[src/rtl/mole_sequencer.sv]
// Whack-a-mole sequencer: schedules pseudo-random mole appearances, times each
// one, and tallies hits and misses over a fixed-length round.
module mole_sequencer #(
  parameter int         NUM_MOLES   = 5,
  parameter int         HOLD_CYCLES = 100,
  parameter int         GAP_CYCLES  = 20,
  parameter int         ROUND_LEN   = 16,
  parameter logic [7:0] LFSR_SEED   = 8'hA5
) (
  input  logic                 clock,
  input  logic                 reset,
  input  logic                 start,
  input  logic                 hit,
  output logic [2:0]           selector,
  output logic [NUM_MOLES-1:0] leds,
  output logic                 mole_active,
  output logic [7:0]           score,
  output logic [7:0]           misses,
  output logic                 round_done
);

  localparam int HW = $clog2(HOLD_CYCLES) + 1;
  localparam int GW = $clog2(GAP_CYCLES) + 1;
  localparam int RW = $clog2(ROUND_LEN) + 1;

  typedef enum logic [1:0] {IDLE = 2'd0, GAP = 2'd1, SHOW = 2'd2} state_t;

  state_t               state, state_nxt;
  logic [GW-1:0]        gap_cnt, gap_cnt_nxt;
  logic [HW-1:0]        hold_cnt, hold_cnt_nxt;
  logic [RW-1:0]        app_cnt, app_cnt_nxt, app_inc;
  logic [7:0]           lfsr;
  logic [2:0]           prev_sel, prev_sel_nxt, sel_nxt, cand;
  logic [NUM_MOLES-1:0] leds_nxt;
  logic                 active_nxt, done_nxt;
  logic [7:0]           score_nxt, misses_nxt;

  // Map a raw 3-bit draw onto a mole index that differs from the previous one.
  function automatic logic [2:0] pick(input logic [2:0] raw, input logic [2:0] prev);
    logic [2:0] c;
    c = raw;
    if (c >= 3'(NUM_MOLES)) c = c - 3'(NUM_MOLES);
    if (c == prev) c = (prev == 3'(NUM_MOLES - 1)) ? 3'd0 : prev + 3'd1;
    return c;
  endfunction

  // Saturating 8-bit increment for the hit/miss tallies.
  function automatic logic [7:0] sat_inc(input logic [7:0] v);
    return (v == 8'hFF) ? v : v + 8'd1;
  endfunction

  assign app_inc = app_cnt + RW'(1);
  assign cand    = pick(lfsr[2:0], prev_sel);

  // Free-running Fibonacci LFSR, x^8+x^6+x^5+x^4+1, steps every cycle.
  always_ff @(posedge clock or posedge reset) begin
    if (reset) lfsr <= LFSR_SEED;
    else       lfsr <= {lfsr[6:0], lfsr[7] ^ lfsr[5] ^ lfsr[4] ^ lfsr[3]};
  end

  // Next-state and next-output decode; every target defaults to hold.
  always_comb begin
    state_nxt    = state;
    gap_cnt_nxt  = gap_cnt;
    hold_cnt_nxt = hold_cnt;
    app_cnt_nxt  = app_cnt;
    prev_sel_nxt = prev_sel;
    sel_nxt      = selector;
    leds_nxt     = leds;
    active_nxt   = mole_active;
    score_nxt    = score;
    misses_nxt   = misses;
    done_nxt     = 1'b0;
    unique case (state)
      IDLE: begin
        if (start) begin
          state_nxt   = GAP;
          gap_cnt_nxt = '0;
          app_cnt_nxt = '0;
          score_nxt   = 8'd0;
          misses_nxt  = 8'd0;
        end
      end
      GAP: begin
        if (gap_cnt == GW'(GAP_CYCLES - 1)) begin
          state_nxt    = SHOW;
          hold_cnt_nxt = '0;
          sel_nxt      = cand;
          prev_sel_nxt = cand;
          leds_nxt     = {{(NUM_MOLES - 1){1'b0}}, 1'b1} << cand;
          active_nxt   = 1'b1;
        end else begin
          gap_cnt_nxt = gap_cnt + GW'(1);
        end
      end
      SHOW: begin
        if (hit || (hold_cnt == HW'(HOLD_CYCLES - 1))) begin
          if (hit) score_nxt  = sat_inc(score);
          else     misses_nxt = sat_inc(misses);
          app_cnt_nxt = app_inc;
          gap_cnt_nxt = '0;
          sel_nxt     = 3'b111;
          leds_nxt    = '0;
          active_nxt  = 1'b0;
          if (app_inc == RW'(ROUND_LEN)) begin
            state_nxt = IDLE;
            done_nxt  = 1'b1;
          end else begin
            state_nxt = GAP;
          end
        end else begin
          hold_cnt_nxt = hold_cnt + HW'(1);
        end
      end
      default: state_nxt = IDLE;
    endcase
  end

  // State, counters and registered outputs.
  always_ff @(posedge clock or posedge reset) begin
    if (reset) begin
      state       <= IDLE;
      gap_cnt     <= '0;
      hold_cnt    <= '0;
      app_cnt     <= '0;
      prev_sel    <= 3'd0;
      selector    <= 3'b111;
      leds        <= '0;
      mole_active <= 1'b0;
      score       <= 8'd0;
      misses      <= 8'd0;
      round_done  <= 1'b0;
    end else begin
      state       <= state_nxt;
      gap_cnt     <= gap_cnt_nxt;
      hold_cnt    <= hold_cnt_nxt;
      app_cnt     <= app_cnt_nxt;
      prev_sel    <= prev_sel_nxt;
      selector    <= sel_nxt;
      leds        <= leds_nxt;
      mole_active <= active_nxt;
      score       <= score_nxt;
      misses      <= misses_nxt;
      round_done  <= done_nxt;
    end
  end

endmodule
[config.mk]
export PLATFORM = sky130hd
export DESIGN_NAME = mole_sequencer
export DESIGN_NICKNAME = d
export VERILOG_FILES = /design/src/rtl/mole_sequencer.sv
export SDC_FILE = /design/constraint.sdc
export NUM_CORES = 1
export LEC_CHECK = 0
export CORE_MARGIN = 1.5
export CORE_UTILIZATION = 51
export CTS_CLUSTER_SIZE = 25
export DETAILED_ROUTE_END_ITERATION = 12
export PLACE_DENSITY_LB_ADDON = 0.2
export SLEW_MARGIN = 25
export SYNTH_ARGS = -nofsm -noshare
export SYNTH_HDL_FRONTEND = slang
export SYNTH_SLANG_ARGS = --single-unit
export TNS_END_PERCENT = 100
[constraint.sdc]
create_clock -name clock -period 2.4 [get_ports clock]
set_clock_uncertainty 0.05 [all_clocks]
set_input_delay 0.36 -clock clock [delete_from_list [all_inputs] [get_ports clock]]
set_output_delay 0.36 -clock clock [all_outputs]
set_load 0.01 [all_outputs]
# --- Yosys cells after proc, flatten, opt, wreduce, memory -nomap -nowiden ---
# Cells that the tools add are included.
op_classes:
  add_sub_neg: 7
  magnitude_cmp: 1
  n_eq_ne: 18
  shift: 1
  muxes: 39
  bitwise_logic: 3
  n_reduce_logical: 13
op_table:
  columns: ["op", "n"]
  rows:
  - ["2-to-1 mux 8 bit", 9]
  - ["case mux 8 bit (2 select lines)", 3]
  - ["adder 8 x 1 -> 8 bit, second input constant", 3]
  - ["2-to-1 mux 5 bit", 4]
  - ["case mux 5 bit (2 select lines)", 2]
  - ["2-to-1 mux 6 bit", 3]
  - ["inequality test 2 bit, second input constant", 9]
  - ["case mux 6 bit (3 select lines)", 1]
  - ["== test 8 bit, second input constant", 2]
  - ["2-to-1 mux 3 bit", 5]
  - ["AND reduction 3 bit", 4]
  - ["AND reduction 5 bit", 2]
  - ["== test 8 x 7 -> 1 bit, second input constant", 1]
  - ["adder 6 x 1 -> 6 bit, second input constant", 1]
  - ["== test 6 x 5 -> 1 bit, second input constant", 1]
  - ["2-to-1 mux 1 bit", 6]
  - ["2-to-1 mux 2 bit", 3]
  - ["case mux 2 bit (3 select lines)", 1]
  - ["case mux 3 bit (2 select lines)", 1]
  - ["adder 5 x 1 -> 5 bit, second input constant", 1]
  - ["== test 5 bit, second input constant", 1]
  - ["left shift 1 x 3 -> 5 bit, first input constant", 1]
  - ["AND reduction 4 bit", 1]
  - ["nonzero test 2 bit", 2]
  - ["other kinds (13)", 15]
totals:
  regBits: 58
  input_bits: 4
  out_inout_bits: 26
  word_cells: 94

# --- Depth between registers and ports, before layout ---
depth:
  ltp_word: 7
  depth_mapped: 8
  mapped_depth_nobuf: 8

# --- Worst setup path after synthesis ---
# No wires, ideal clock.
synth_path:
  kind: "reg2reg"
  from: "register lfsr[0]"
  to: "register leds[4]"
  setup_ps: 103
  arrival_ps: 2200
  required_ps: 2247
  slack_ps: 47
  path_stages_with_launch: 8
  n_path_buf: 0
  synth_period_minus_slack_ps: 2353
  cell_sequence: "dfstp_2 > inv_1 > ha_1 > a211o_4 > xnor2_4 > mux2_4 > and3_4 > o41ai_2"
synth_between:
  elab_chain_cells: 7
  word_cells_on_any_way: 8
  cone_classes: "add/sub (1); order compare (1); eq/ne (1); shift (1); mux (4)"
synth_rtl:
  columns: ["element", "line_no", "source"]
  rows:
  - ["start: declaration", "32", "logic [7:0] lfsr;"]
  - ["start signal: assignment", "58", "else lfsr <= {lfsr[6:0], lfsr[7] ^ lfsr[5] ^ lfsr[4] ^ lfsr[3]};"]
  - ["subtractor 3 bit or >= comparator 3 bit (tied branches)", "42", "if (c >= 3'(NUM_MOLES)) c = c - 3'(NUM_MOLES);"]
  - ["2-to-1 mux 3 bit (*)", "42", null]
  - ["== test 3 bit", "43", "if (c == prev) c = (prev == 3'(NUM_MOLES - 1)) ? 3'd0 : prev + 3'd1;"]
  - ["2-to-1 mux 3 bit (*)", "43", null]
  - ["left shift 1 x 3 -> 5 bit (*)", "90", "leds_nxt = {{(NUM_MOLES - 1){1'b0}}, 1'b1} << cand;"]
  - ["2-to-1 mux 5 bit (*)", "85", "if (gap_cnt == GW'(GAP_CYCLES - 1)) begin"]
  - ["case mux 5 bit (2 select lines) (*)", "74", "unique case (state)"]
  - ["end signal: assignment", "140", "leds <= leds_nxt;"]
  - ["end: declaration", "15", "output logic [NUM_MOLES-1:0] leds,"]
# Every way passes the cells marked *; elsewhere a longest branch is shown, timed or not. The select of a mux whose other input is x is not followed.
# A chain may end at the register's enable or synchronous reset.

# --- Worst setup path in the final report ---
# Same ends and word-level chain as after synthesis.

==> impl_metrics.ini <==
[status]
status = completed

[floorplan]
rows = 27
die_height_um = 78.5
floorplan.initialDensity = 0.528
dieArea_um2 = 6160
num_io_pins = 30
core_um2 = 5510
die_w_um = 78.5

[power_and_ir_drop]
p_sw_uw = 935
switching_share = 0.307
p_per_area_nw_per_um2 = 841
seq_power_share = 0.435
pwr-share-clk = 0.296
internal-power_mw = 2.11
power_frac_comb = 0.270
leakage_nw = 1.63
ir_drop_uv = 451

[routing]
first_pass_iters = 6
drc = 0
finalWirelength_um = 5560
wl_per_cell_um = 13.6
routed_via_density = 5.30
vias = 2175
dr.first_iter.drc_count = 129
ant_nets = 0

[sta]
rsz0062_at_grt = no
worstMarginPinSlew_ns = 0.501
hold_violations = 0
period_needed_ns = 2.30
setup_viol = 0
fin_setup_tns_ns = 0
fin_crit_sh = 0.959
fmax_mhz = 435
relSlewSlack = 0.666
maxSlewViolCount = 0

[synth]
syn_area_per_cell_um2 = 10.3
netlist_instances = 281
yosys_warnings = 0
synth_ff_type = dfrtp_1
synth_top_area_frac = 0.439
synth-seq-cells = 58
mappedNetlistArea_um2 = 2910
synth_edf_count = 0
synth_nets = 294
async_reset_ff_frac = 1.00
synth_top_cell_by_area = dfrtp_1
synth_area_leaders = dfrtp_1, xor2_1, dfstp_2, nor2_1, ha_1
ys_types = 49
ys_seq_area_frac = 0.502

[critical_path]
regToRegEndpoint = leds[4]
cp.arrival_ns = 2.48
critPathSlowestCell = dfstp_2
slowest_delay_ns = 0.57
critPathCaptureType = flop
cp.required_ns = 2.58
crit_type = flop to flop
r2r_setup_slack_ns = 0.1
path_cells = ha_1 > nor3_4 > a211o_4 > xnor2_4 > mux2_4 > and3_4 > o41ai_2
cp-start-kind = flop
path_delay_family = compound AO/OA/AOI/OAI gates
crit_buf_inv = 0
reg2reg_depth = 7
worstPathMaxFanout = 4
r2r-start = lfsr[0]
path_depth = 7

[global_route]
grt_max_degree = 59
grt_pass1_wl_um = 9740
grt_pass1_vias = 2156
overflow = 0
grtUsageTotal = 0.206
antenna_found_initial = 0
met2_usage = 0.323
grt-busiest-layer = met2
grt_use_met3 = 0.0674
met1_usage = 0.264

[finish]
layout_commonest_cell = dfrtp_1
areaGrowthSynthToFinish_pct = 24.4
multi_input_area_um2 = 1420
layout_common_cells = dfrtp_1, nor2_1, nand2_1, clkdlybuf4s50_1, xor2_1
num-fill-cells = 442
drive_gt1_frac = 0.160
antenna_cells = 0
regArea_um2 = 1460
postLayoutCoreUtil = 0.657
nets = 346

[clock_network]
cts_buffers = 9
cts.clk_slew.worst_paths_ns = 0.06
cts_hold_buf = 0
cts_sinks = 58
clock_path_buffers = 2
htreeDepth = 3
cts_tree = done
insertion_delay_ns = 0.33
cts_root_buf = clkbuf_8

[worst_hold_path]
hold_start = lfsr[6]
min_to = lfsr[7]
hold_class = flop to flop
hold_depth = 0

[run]
cap_viol_max_count = 0

[placed_design]
gp_congestion = 0.868
place_hpwl_um = 3830
portBuffers = 29
## registers in the layout, summed over array words and instances, names as in the netlist
signal	flops
lfsr	8
app_cnt	5
state	2
gap_cnt	6
leds	5
selector	3
hold_cnt	8
mole_active	1
prev_sel	3
score	8
misses	8
round_done	1
## logic make-up after synthesis
logic type	after synthesis	synth area share
fa+ha+maj	9	0.0387
xor+xnor	30	0.0968
compound gates	46	0.122
mux	4	0.0159
flops	58	0.502
buf+inv	13	0.0176
simple gates	121	0.207
## Yosys cell counts, drive strengths merged (3+ instances only)
cell / instances
nand3: 11
a21oi: 9
dfstp: 7
dfrtp: 51
nand2b: 7
nand4: 12
xnor2: 8
nor2b: 4
ha: 9
nor3: 3
nand2: 30
xor2: 22
o31ai: 5
nor2: 39
and3: 8
inv: 10
o21ai: 14
## worst max-delay path by stage
stage                     startpoint      end  slack [ns]
after CTS                    lfsr[0]  leds[4]        0.03
after global routing         lfsr[0]  leds[4]       0.003
after floorplan              lfsr[0]  leds[4]        0.05
after detailed placement     lfsr[0]  leds[4]       0.002
final                        lfsr[0]  leds[4]         0.1
after global placement       lfsr[0]  leds[4]        0.05
## power by group through the flow
stage	Combinational (mW)	Sequential [mW]	Clock, mW
6_report	0.820	1.32	0.899
4_1_cts	0.827	1.32	0.929
3_3_place_gp	0.801	1.33	0
5_1_grt	0.923	1.35	0.963
2_1_floorplan	0.496	1.34	0
3_5_place_dp	0.826	1.34	0
## timing repair
item	in CTS	in global routing
gates resized for setup	0	3
pin swaps	0	4
buffers inserted	2	1
setup endpoints to repair	1	3
## per-layer routing
layer  vias to the layer above  part of all wire
li1                       1081                 -
met1                      1046              0.46
met2                        40              0.49
met3                         8             0.042
met4                         0             0.013
met5                         -                 0
## metrics by stage
step,setup slack [ns],cell area (µm²),std cells,power (mW),hold slack [ns]
4_1_cts,0.0251,3590,409,3.08,0.306
6_report,0.0988,3620,410,3.04,0.302
3_5_place_dp,0.00244,3380,391,2.17,0.293
3_3_place_gp,0.0472,3380,391,2.14,0.288
5_1_grt,0.00339,3620,410,3.23,0.321
2_1_floorplan,0.0468,2910,281,1.84,0.283
## area by class of cell
type	instances	area share
timing repair buffer	44	0.115
clock inverter	2	0.00969
tap	72	0.0249
inverter	10	0.0104
clock buffer	14	0.0450
sequential	58	0.404
multi-input combinational	210	0.391
Power figures use the tool's default switching activity.
==> RTL change (config.mk and constraints unchanged) <==
Re-encode `state_t` (3 states) as one-hot, 3 bits wide.
--- a/src/rtl/mole_sequencer.sv
+++ b/src/rtl/mole_sequencer.sv
@@ -24,5 +24,5 @@
   localparam int RW = $clog2(ROUND_LEN) + 1;
 
-  typedef enum logic [1:0] {IDLE = 2'd0, GAP = 2'd1, SHOW = 2'd2} state_t;
+  typedef enum logic [2:0] {IDLE = 3'b001, GAP = 3'b010, SHOW = 3'b100} state_t;
 
   state_t               state, state_nxt;
Formal check against the unedited RTL: same outputs for any inputs over 10 cycles, from zero or initial values and one cycle with reset high; not proved beyond that.
==> RTL change against the original RTL <==
  * Routed wire length up 17%
  * Sequential cell count is 1 higher
  * Final area up 6.3%
  * Area after synthesis up 5.5%
  * Worst hold slack worse by 1.0 ps
  * Worst setup slack got worse by 22 ps
Power is not compared: it rests on default switching activity, and its combinational part moved more than twofold at a synthesized area within 25%.
==> RTL change: results (changes against the original RTL) <==
[run_status]
status = finished clean  ; unchanged

[placement]
gp_congestion = 0.861  ; was 0.868
dp_hpwl_um = 4440  ; was 3830 µm
place_area_um2 = 3560  ; was 3380 µm²
placed_cells = 415  ; was 391

[sta]
period_minus_slack_ps = 2320  ; was 2300 ps
worst_pin_slew_ps = 455  ; was 501 ps

[floorplan]
die_w_um = 80.5  ; was 78.5 µm

[detailed_routing]
vias_per_cell = 5.51  ; was 5.30
wl_per_cell_um = 14.9  ; was 13.6 µm
drtIter0Drc = 126  ; was 129
totalWireLength_um = 6480  ; was 5560 µm
first_pass_iters = 4  ; was 6

[critical_path]
worstPathArrival_ps = 2520  ; was 2480 ps
critPathMaxFanout = 5  ; was 4
rr_startpoint = lfsr[0]  ; unchanged
r2r_cells = 7  ; unchanged
r2r_setup_slack_ps = 80  ; was 100 ps
rr_endpoint = leds[4]  ; unchanged
cpPeakStageDelay_ps = 540  ; was 570 ps

[global_routing]
track_usage = 0.224  ; was 0.206
grt_pass1_wl_um = 10800  ; was 9740 µm
grt_max_degree = 60  ; was 59
grt_pass1_vias = 2319  ; was 2156

[logic_synthesis]
ys_top_cells_by_count = dfrtp_1 (51), nand2_1 (35), nor2_1 (31)  ; was dfrtp_1 (51), nor2_1 (39), nand2_1 (30)
syn_nets = 314  ; was 294
yosysWarnings = 0  ; unchanged
yosysUniqueCellTypes = 61  ; was 49
avgSynthCellArea_um2 = 10.2  ; was 10.3 µm²
synth_area_leaders = dfrtp_1 (42%), dfstp_2 (6.9%), xor2_1 (5.1%), nand2_1 (4.3%), ha_1 (4.1%)  ; was dfrtp_1 (44%), xor2_1 (6.6%), dfstp_2 (6.3%), nor2_1 (5.0%), ha_1 (3.9%)
synth_seq_area_share = 0.485  ; was 0.502

[clocking]
cts_buffer_depth = 2  ; unchanged
cts.clk_slew.worst_paths_ps = 70
htree_levels = 3  ; unchanged
worstSkewPairLatency_ps = 340

[cells_and_area]
final_nets = 370  ; was 346
drive_above_1_share = 0.175  ; was 0.160
nFillCells = 450  ; was 442

[power_and_ir_drop]
vdd_drop_max_mv = 0.570

[worst_hold_path]
whs_path_depth = 0  ; unchanged

[run]
max-cap-violations = 0  ; unchanged

[RTL change: changes by cell type after synthesis, moves of 3 or more]
cell      unedited run  this run
o21a_1               1         4
nand2b_1             7         2
o21ai_0             12        17
nor2_1              39        31
nand4_1             12         6
o21ai_1              0         3
and2_1               0         5
nand2_1             30        35
nor3b_1              0         3
xor2_1              22        18
[RTL change: layout make-up]
type	instances	area [µm²]	area share
clock buffers	14	163	0.0423
clock inverters	2	35.0	0.00911
inverters	8	30.0	0.00781
multi-input cells	228	1580	0.410
flip-flops and latches	59	1490	0.387
well taps	75	93.8	0.0244
repair buffers	50	460	0.120
[RTL change: stage by stage]
step                setup TNS, ps  hold WS, ps  setup WS (ps)
floorplan                       0          283           6.23
global placement                0          289           32.4
CTS                             0          301           14.9
detailed placement          -29.2          296          -29.2
finish                          0          301           76.9
global route                -52.9          309          -27.6
[RTL change: worst max-delay path by stage]
stage,start,endpoint,slack (ps),cells after the start
finish,lfsr[0],leds[4],80,7
detailed placement,lfsr[0],leds[4],-30,7
global route,lfsr[0],leds[2],-30,8
global placement,lfsr[0],leds[4],30,7
CTS,lfsr[0],leds[4],10,7
floorplan,lfsr[0],leds[4],6,7
[RTL change: cell families after synthesis]
family	after synthesis	synth area share
and+or+nand+nor	132	0.231
buffers and inverters	13	0.0180
xor gates and xnor gates	28	0.0824
adders and majority gates	10	0.0408
muxes	1	0.00367
DFF	59	0.485
AOI/OAI and AO/OA	57	0.139
[RTL change: repair_timing]
action | 4_1_cts | 5_1_grt
gates resized for setup | 0 | 6
buffers inserted | 3 | 2
hold buffers | 0 | 0
endpoints found under the setup margin | 1 | 8
gates cloned | 0 | 0
pin swaps | 2 | 7
[RTL change: metal layers]
metal  vias to the layer above  share of wire  GRT usage
li1                       1195              -          -
met1                      1165           0.47      0.306
met2                        33           0.47      0.340
met3                         9          0.039     0.0682
met4                         0          0.017     0.0672
met5                         -              0          0
[RTL change: power by group through the flow]
stage | registers, mW | logic [mW] | clock network, mW
global placement | 1.11 | 0.362 | 0
CTS | 1.09 | 0.372 | 0.929
global route | 1.10 | 0.416 | 0.987
floorplan | 1.10 | 0.244 | 0
detailed placement | 1.11 | 0.370 | 0
finish | 1.09 | 0.370 | 0.913
